File: config.mk
export PLATFORM = sky130hd
export DESIGN_NAME = ddram_rom_reader
export DESIGN_NICKNAME = d
export VERILOG_FILES = /design/src/rtl/ddram_rd_pkg.sv /design/src/rtl/ddram_line_buf.sv /design/src/rtl/ddram_rom_reader.sv
export SDC_FILE = /design/constraint.sdc
export NUM_CORES = 1
export LEC_CHECK = 0
export CAP_MARGIN = 10
export CORE_MARGIN = 4
export CORE_UTILIZATION = 25
export CTS_CLUSTER_SIZE = 28
export DETAILED_ROUTE_END_ITERATION = 6
export GPL_TIMING_DRIVEN = 0
export SYNTH_ARGS = -nofsm -noshare
export SYNTH_HDL_FRONTEND = slang
export SYNTH_SLANG_ARGS = --single-unit
export TNS_END_PERCENT = 1
File: constraint.sdc
create_clock -name clk_sys -period 9.1 [get_ports clk_sys]
set_input_delay 1.365 -clock clk_sys [delete_from_list [all_inputs] [get_ports clk_sys]]
set_output_delay 1.365 -clock clk_sys [all_outputs]
set_load 0.05 [all_outputs]
File: src/rtl/ddram_rd_pkg.sv
// Shared types and constants for the DDRAM ROM line reader.
package ddram_rd_pkg;

  typedef enum logic [1:0] {
    IDLE  = 2'd0,
    ISSUE = 2'd1,
    WAIT  = 2'd2
  } rd_state_t;

  localparam int BURST_LEN_DEF = 4;
  localparam int AW_DEF        = 18;
  localparam int IDX_W         = $clog2(BURST_LEN_DEF);
  localparam int TAG_W         = AW_DEF - 3 - IDX_W;

  localparam int         DW     = 64;
  localparam logic [7:0] BE_ALL = 8'hFF;

endpackage

File: src/rtl/ddram_line_buf.sv
// One cached DDRAM line: beat-indexed write port, registered indexed read with
// same-cycle write forwarding so the final burst beat can be returned directly.
module ddram_line_buf
  import ddram_rd_pkg::*;
#(
  parameter int DEPTH = 4,
  parameter int IW    = 2
) (
  input  logic          clk_sys,
  input  logic          reset_n,
  input  logic          we,
  input  logic [IW-1:0] widx,
  input  logic [DW-1:0] wdata,
  input  logic          re,
  input  logic [IW-1:0] ridx,
  output logic [DW-1:0] rdata
);

  logic [DW-1:0] mem [DEPTH];

  always_ff @(posedge clk_sys) begin
    if (we) mem[widx] <= wdata;
  end

  always_ff @(posedge clk_sys or negedge reset_n) begin
    if (!reset_n)   rdata <= '0;
    else if (re)    rdata <= (we && (widx == ridx)) ? wdata : mem[ridx];
  end

endmodule

File: src/rtl/ddram_rom_reader.sv
// ROM fetch responder: one-line cache in front of Avalon-MM burst reads.
// state | meaning
// IDLE  | serve hits, evaluate new or pending request
// ISSUE | DDRAM_RD held until waitrequest drops
// WAIT  | collect BURST_LEN beats into the line buffer
module ddram_rom_reader #(
  parameter logic [28:0] BASE_ADDR = 29'h0,
  parameter int          AW        = 18,
  parameter int          BURST_LEN = 4
) (
  input  logic          clk_sys,
  input  logic          reset_n,
  input  logic          flush,
  input  logic [AW-1:0] ch_addr,
  input  logic          ch_req,
  output logic [63:0]   ch_dout,
  output logic          ch_ready,
  input  logic          DDRAM_BUSY,
  input  logic [63:0]   DDRAM_DOUT,
  input  logic          DDRAM_DOUT_READY,
  output logic          DDRAM_RD,
  output logic [28:0]   DDRAM_ADDR,
  output logic [7:0]    DDRAM_BURSTCNT,
  output logic          DDRAM_WE,
  output logic [63:0]   DDRAM_DIN,
  output logic [7:0]    DDRAM_BE
);
  import ddram_rd_pkg::*;

  localparam int SHIFT  = $clog2(BURST_LEN);
  localparam int BEAT_W = (SHIFT > 0) ? SHIFT : 1;
  localparam int LTAG_W = AW - 3 - SHIFT;

  rd_state_t          state, state_d;
  logic               valid, flushed, pend_v;
  logic [AW-4:0]      pend_word, eval_word;
  logic [LTAG_W-1:0]  tag_q, cur_tag, eval_tag;
  logic [BEAT_W-1:0]  beat, cur_idx, eval_idx, buf_ridx;
  logic               eval_req, hit, last_beat, deliver, buf_we, buf_re;
  logic [28:0]        line_addr;
  logic               unused_byte_sel;

  assign unused_byte_sel = ^ch_addr[2:0];

  // A fresh ch_req in IDLE overrides anything still parked in pending.
  always_comb begin
    eval_req  = 1'b0;
    eval_word = ch_addr[AW-1:3];
    if (state == IDLE) begin
      if (ch_req) begin
        eval_req = 1'b1;
      end else if (pend_v) begin
        eval_req  = 1'b1;
        eval_word = pend_word;
      end
    end
  end

  assign eval_tag  = LTAG_W'(eval_word >> SHIFT);
  assign eval_idx  = BEAT_W'(eval_word) & BEAT_W'(BURST_LEN - 1);
  assign hit       = valid && !flush && (eval_tag == tag_q);
  assign line_addr = BASE_ADDR + (29'(eval_tag) << SHIFT);
  assign buf_we    = (state == WAIT) && DDRAM_DOUT_READY;
  assign last_beat = buf_we && (beat == BEAT_W'(BURST_LEN - 1));
  assign deliver   = last_beat && !(flushed || flush || pend_v || ch_req);
  assign buf_re    = (eval_req && hit) || deliver;
  assign buf_ridx  = (state == IDLE) ? eval_idx : cur_idx;

  always_ff @(posedge clk_sys or negedge reset_n) begin
    if (!reset_n) state <= IDLE;
    else          state <= state_d;
  end

  always_comb begin
    state_d = state;
    case (state)
      IDLE:    if (eval_req && !hit) state_d = ISSUE;
      ISSUE:   if (!DDRAM_BUSY)      state_d = WAIT;
      WAIT:    if (last_beat)        state_d = IDLE;
      default:                       state_d = IDLE;
    endcase
  end

  always_ff @(posedge clk_sys or negedge reset_n) begin
    if (!reset_n) begin
      valid      <= 1'b0;
      flushed    <= 1'b0;
      pend_v     <= 1'b0;
      pend_word  <= '0;
      tag_q      <= '0;
      cur_tag    <= '0;
      cur_idx    <= '0;
      beat       <= '0;
      ch_ready   <= 1'b0;
      DDRAM_RD   <= 1'b0;
      DDRAM_ADDR <= '0;
    end else begin
      if (flush && (state != WAIT)) valid <= 1'b0;
      if (ch_req && (state != IDLE)) begin
        pend_v    <= 1'b1;
        pend_word <= ch_addr[AW-1:3];
        ch_ready  <= 1'b0;
      end
      case (state)
        IDLE: begin
          if (eval_req) begin
            pend_v   <= 1'b0;
            ch_ready <= hit;
            if (!hit) begin
              valid      <= 1'b0;
              flushed    <= 1'b0;
              DDRAM_RD   <= 1'b1;
              DDRAM_ADDR <= line_addr;
              cur_tag    <= eval_tag;
              cur_idx    <= eval_idx;
            end
          end
        end
        ISSUE: begin
          if (flush) flushed <= 1'b1;
          if (!DDRAM_BUSY) begin
            DDRAM_RD <= 1'b0;
            beat     <= '0;
          end
        end
        WAIT: begin
          if (flush) flushed <= 1'b1;
          if (DDRAM_DOUT_READY) begin
            beat <= beat + 1'b1;
            // A flush seen anywhere in the fetch leaves the fresh line unusable.
            if (last_beat) begin
              tag_q    <= cur_tag;
              valid    <= !(flushed || flush);
              ch_ready <= deliver;
            end
          end
        end
        default: ;
      endcase
    end
  end

  ddram_line_buf #(
    .DEPTH (BURST_LEN),
    .IW    (BEAT_W)
  ) u_line_buf (
    .clk_sys (clk_sys),
    .reset_n (reset_n),
    .we      (buf_we),
    .widx    (beat),
    .wdata   (DDRAM_DOUT),
    .re      (buf_re),
    .ridx    (buf_ridx),
    .rdata   (ch_dout)
  );

  assign DDRAM_BURSTCNT = 8'(BURST_LEN);
  assign DDRAM_WE       = 1'b0;
  assign DDRAM_DIN      = '0;
  assign DDRAM_BE       = BE_ALL;

endmodule

-- Yosys cells after proc, flatten, opt, wreduce, memory -nomap -nowiden
Memories as Yosys holds them, arrays and structs flattened. A register that Yosys moved wholly into a read port is not among the register bits.
Index checks and enable logic that the tools add are counted.
- bits in registers: 52
- bits in writable memories: 256
- input port bits: 88
- output and inout port bits: 176
- logic and storage cells: 94
- memories kept: 1
- $add $sub $neg: 1
- equal/unequal tests: 12
- mux-type cells: 38
- bitwise logic cells: 1
- reductions and logical operators: 30
- memories (name ; depth ; width ; rd ports ; clocked after Yosys merged registers in ; wr ports ; line ; source):
    u_line_buf.mem ; 4 ; 64 ; 1 ; 1 ; 1 ; ddram_line_buf.sv:19 ; logic [DW-1:0] mem [DEPTH];
- operators with widths (cell ; number):
    15-bit two-way mux ; 3
    1-bit two-way mux ; 23
    13-bit equality test ; 1
    2-bit two-way mux ; 6
    2-bit inequality test, second input constant ; 6
    3-bit AND reduction ; 4
    1-bit logical AND ; 9
    1-bit one-hot mux with 2 select lines ; 4
    4-bit AND reduction ; 2
    2-bit nonzero test ; 4
    2-bit one-hot mux with 3 select lines ; 1
    1-bit zero test ; 5
    2-bit equality test, second input constant ; 2
    1-bit logical OR ; 4
    2-bit by 1-bit inequality test with 1-bit output, second input constant ; 2
    2-bit one-hot mux with 2 select lines ; 1
    2-bit by 1-bit adder with 2-bit output, second input constant ; 1
    2-bit by 1-bit equality test with 1-bit output, second input constant ; 1
    2-bit zero test ; 1
    2-bit OR reduction ; 1
    1-bit inverter ; 1

-- Depth between registers and ports, before layout
- depth after elaboration: 9
- mapped depth: 12
- depth with buffers taken out: 9

-- By module
A second synthesis with hierarchy kept.
- cell total of the unflattened synthesis: 931
- area, all modules: 15738.8 µm²
- modules (own cells, without submodules) (module ; instances ; cells an instance ; area each (µm²) ; seq. area each (µm²)):
    ddram_line_buf ; 1 ; 558 ; 12105.4 ; 9288.9
    ddram_rom_reader ; 1 ; 373 ; 3633.5 ; 1301.2

-- Worst setup path after synthesis
No wires, ideal clock.
- path kind: input to register
- start: input DDRAM_DOUT_READY
- end: register tag_q[10]
- library setup time: 130 ps
- arrival: 4058 ps
- required time: 8970 ps
- slack: 4911 ps
- stages: 4
- path buffers: 1
- cell sequence: nand3_1 -> clkinv_1 -> buf_1 -> mux2_2
- longest elaborated chain between the ends: 3
- RTL lines (item ; line ; source):
    start, declared ; ddram_rom_reader.sv:20 ; input logic DDRAM_DOUT_READY,
    1-bit logical AND ; ddram_rom_reader.sv:63 ; assign buf_we = (state == WAIT) && DDRAM_DOUT_READY;
    1-bit logical AND ; ddram_rom_reader.sv:64 ; assign last_beat = buf_we && (beat == BEAT_W'(BURST_LEN - 1));
    3-bit AND reduction (no source line) * ; -- ;
    end signal, assigned ; ddram_rom_reader.sv:132 ; tag_q <= cur_tag;
    end, declared ; ddram_rom_reader.sv:37 ; logic [LTAG_W-1:0] tag_q, cur_tag, eval_tag;
Every way passes the cells marked *; elsewhere a longest branch is shown, timed or not.
A chain may end at the register's enable or synchronous reset.

-- Worst setup path in the final report
- start: input ch_req
- end: register u_line_buf.rdata[34], read port of u_line_buf.mem
- longest elaborated chain between the ends: 6
- elaborated cells between the ends (all ways): 12
- those cells by class: eq/ne: 1; mux: 5; reduce/logical: 6
- RTL lines (item ; line ; source):
    start, declared ; ddram_rom_reader.sv:15 ; input logic ch_req,
    15-bit two-way mux ; ddram_rom_reader.sv:50 ; if (ch_req) begin
    15-bit two-way mux ; ddram_rom_reader.sv:49 ; if (state == IDLE) begin
    13-bit equality test ; ddram_rom_reader.sv:61 ; assign hit = valid && !flush && (eval_tag == tag_q);
    1-bit logical AND ; ddram_rom_reader.sv:61 ;
    1-bit logical AND ; ddram_rom_reader.sv:66 ; assign buf_re = (eval_req && hit) || deliver;
    1-bit logical OR ; ddram_rom_reader.sv:66 ;
    end, declared ; ddram_line_buf.sv:16 ; output logic [DW-1:0] rdata
Several ways; a longest one is shown, not always the timed one.

==> results.md <==
- Status: completed
- Drt pass-1 iters: 4
- Gr busiest metal: met2
- DR vias: 8588
- Xor/xnor share of the synthesized area: 0.006636
- Clock Power Share: 0.290
- Layout Utilization: 0.3245
- Initial Utilization: 0.2520
- WL/cell: 18.00 um
- Initial antenna violation count: 4
- DIE HEIGHT: 259.7 um
- Final antenna-violating net count: 0
- Ys flop type: edfxtp_1
- Crit-path max FO: 10
- Slew headroom: 0.4199
- Pre-CTS setup slack: 3721 ps
- Critical path's slowest cell: clkbuf_1
- Syn Inst Count: 912
- Synth Area in Compound Gates: 0.02568
- Leading post-synthesis cells by cell area: edfxtp_1, dfrtp_1, mux2_2
- Core area: 0.06285 mm2
- Int Pwr: 3808 uW
- Setup CP Type: in -> reg
- Num ports: 264
- Power Density: 273.2 mW/mm2
- Global route overflow: 0
- Yosys warns: 0
- RSZ-0062 raised after global routing: no
- Clock Path Buffers: 3
- Setup-failing EPs final: 0
- GR Layer Usage met1: 0.1456
- Vias in the first global route: 9200
- Gp weighted congestion: 0.7566
- Cell accounting for the most synthesized area: edfxtp_1
- Htree depth: 2
- Pin count of the biggest net entering global routing: 65
- DR iter-0 viols: 337
- Tightest Pin Transition: 870.1 ps
- Setup TNS Final: 0 ps
- Adder and majority gate portion of the synthesized area: 0.006320
- Total CTS buffers: 42
- Final Max Slew Viols: 0
- Critical Path RT: 9530 ps
- Final WL: 37.81 mm
- CTS Sinks: 372
- Critical path startpoint category: input pin
- Die Wd: 259.7 um
- Overall power: 5572 uW
- CP max stage delay: 700 ps
- Critical Path AT: 4810 ps
- Layout cells sized above 1: 0.3283
- Library cells used by synthesis: 51
- Post-route setup slack: 4713 ps
- Placed Cells: 2022
- Post-CTS Setup Inserts: 0
- Hpwl dp: 24.82 mm
- Cell leakage power: 0.007690 uW
- Most frequent cell after synthesis: edfxtp_1
- Diode count: 0
- Final Hold Vio Count: 0
- Port Buf Inserts: 163
- TritonCTS clock tree: built
- Fmax: 228.0 MHz
- Maximum vdd drop: 150.5 uV
- First-pass GRT wire length: 57.06 mm
- DR DRC count: 0
- Final nets: 1317
- Final Cycle Share: 0.4820
- Critical Path, Cell by Cell: clkdlybuf4s50_1 > nor2b_1 > o211ai_1 > o21ai_0 > clkbuf_1 > clkbuf_1 > mux4_2 > mux2_2 > mux2_2
- Clk root buf: clkbuf_16
- Post-route clock skew: 17.65 ps
- Reg power frac: 0.378
- Met3 global-route usage: 0.03136
- Post-synth EDFFs: 256
- Maximum Capacitance Violations: 0
- Sw Pwr: 1764 uW
- Multiplexer share of the synthesized area: 0.2043
- CTS resizes: 0
- Hold_buf cts: 0
- Vias per inst: 4.088
- CP endpoint kind: flop
- Die Footprint: 0.06744 mm2
- CTS clk-pin slew, worst paths: 60 ps
- Simple-gate share of the synthesized area: 0.02560
- Sw frac: 0.3165
- Non-Filler Instances: 2101
- Clk Latency, worst-skew pair: 550 ps
- GRT met2 Usage: 0.1817
- Top-area cell type share of the netlist area: 0.4854
- Hold WC Path Type: reg -> reg
- Tot GR Track Use: 0.1110
- Seq/Total Area, Yosys: 0.6687
- Post-synth top cells: edfxtp_1, mux2_2, dfrtp_1
- Layout fillers: 6162
- Fin crit period: 4387 ps
- Combinational group share of total power: 0.332
- Asr flop ratio synth: 0.3118
- Flops & latches, synth: 372
- Rows: 92
- Largest family of logic cells by synthesized area: multiplexers
- Netlist Area Pre-Place: 0.01584 mm2
- Layout area overhead: 28.79%
- Avg Cell Area, Syn: 17.37 um2
final cells by class:
cell class              instances  area (um2)  share of cell area
plain buffers                 134       924.6             0.04533
clock buffers                  60        1219             0.05975
clock inverters                18       115.1            0.005643
inverters                      17       63.81            0.003128
multi-input cells             484        4632              0.2271
flip-flops and latches        372       10590              0.5192
well taps                     846        1059             0.05190
repair buffers                170        1794             0.08796
through the flow:
step	instance area (um2)	hold slack, ps
global placement	18880	467.6
floorplan	16190	471.8
finish	20400	485.0
detailed placement	19050	478.2
CTS	20390	493.4
global route	20400	511.8
cells in the final DEF, fill, tap and decap left out, types with 6 or more instances in the layout:
| cell type | instances |
|---|---|
| a31oi_1 | 10 |
| clkinv_2 | 8 |
| mux2_2 | 149 |
| buf_6 | 7 |
| mux4_2 | 64 |
| buf_4 | 98 |
| nand2_1 | 24 |
| nor2b_1 | 7 |
| nor2_1 | 29 |
| clkbuf_1 | 26 |
| ha_1 | 8 |
| clkdlybuf4s50_1 | 162 |
| buf_2 | 13 |
| clkbuf_16 | 42 |
| a21oi_1 | 17 |
| clkbuf_8 | 10 |
| conb_1 | 97 |
| edfxtp_1 | 256 |
| inv_1 | 16 |
| mux2i_1 | 6 |
| xnor2_1 | 7 |
| dfrtp_1 | 116 |
| o21ai_0 | 12 |
worst max-delay path, delay by kind of cell:
family          cells  cell delay, ps
mux                 3            1000
compound gates      2             280
buf+inv             3            1910
simple gates        1             230
kinds of logic after synthesis:
group	count (synthesis)
compound gates	61
xor+xnor	12
fa+ha+maj	8
buf+inv	151
flops	372
mux	224
other cells	2
simple gates	82
registers in the layout, indices dropped and copies added, names as in the netlist:
signal            flops
pend_word            15
flushed               1
pend_v                1
valid                 1
tag_q                13
ch_ready              1
cur_idx               2
DDRAM_ADDR           13
u_line_buf.rdata     64
state                 2
beat                  2
DDRAM_RD              1
u_line_buf.mem      256
final timing paths:
path,start,endpoint,slack [ps],cells after the start
max reg2reg,state[1],u_line_buf.rdata[34],5130,10
min,u_line_buf.rdata[59],u_line_buf.rdata[59],490,1
max,ch_req,u_line_buf.rdata[34],4710,9
min in group asynchronous,reset_n,u_line_buf.rdata[40],840,1
max in group asynchronous,reset_n,u_line_buf.rdata[55],7500,2
min reg2reg,u_line_buf.rdata[59],u_line_buf.rdata[59],490,1
power by group through the flow:
stage	clock network, uW	registers, uW	logic, uW
global route	1760	2120	2030
floorplan	0	2250	1240
CTS	1680	2110	1910
detailed placement	0	2140	1890
global placement	0	2140	1860
finish	1620	2110	1850
routing by layer:
metal / part of all wire / up-vias
met5: 0.0015 / -
met4: 0.021 / 8
met3: 0.056 / 61
met2: 0.48 / 186
met1: 0.44 / 4420
li1: - / 3913
Power figures use the tool's default switching activity.
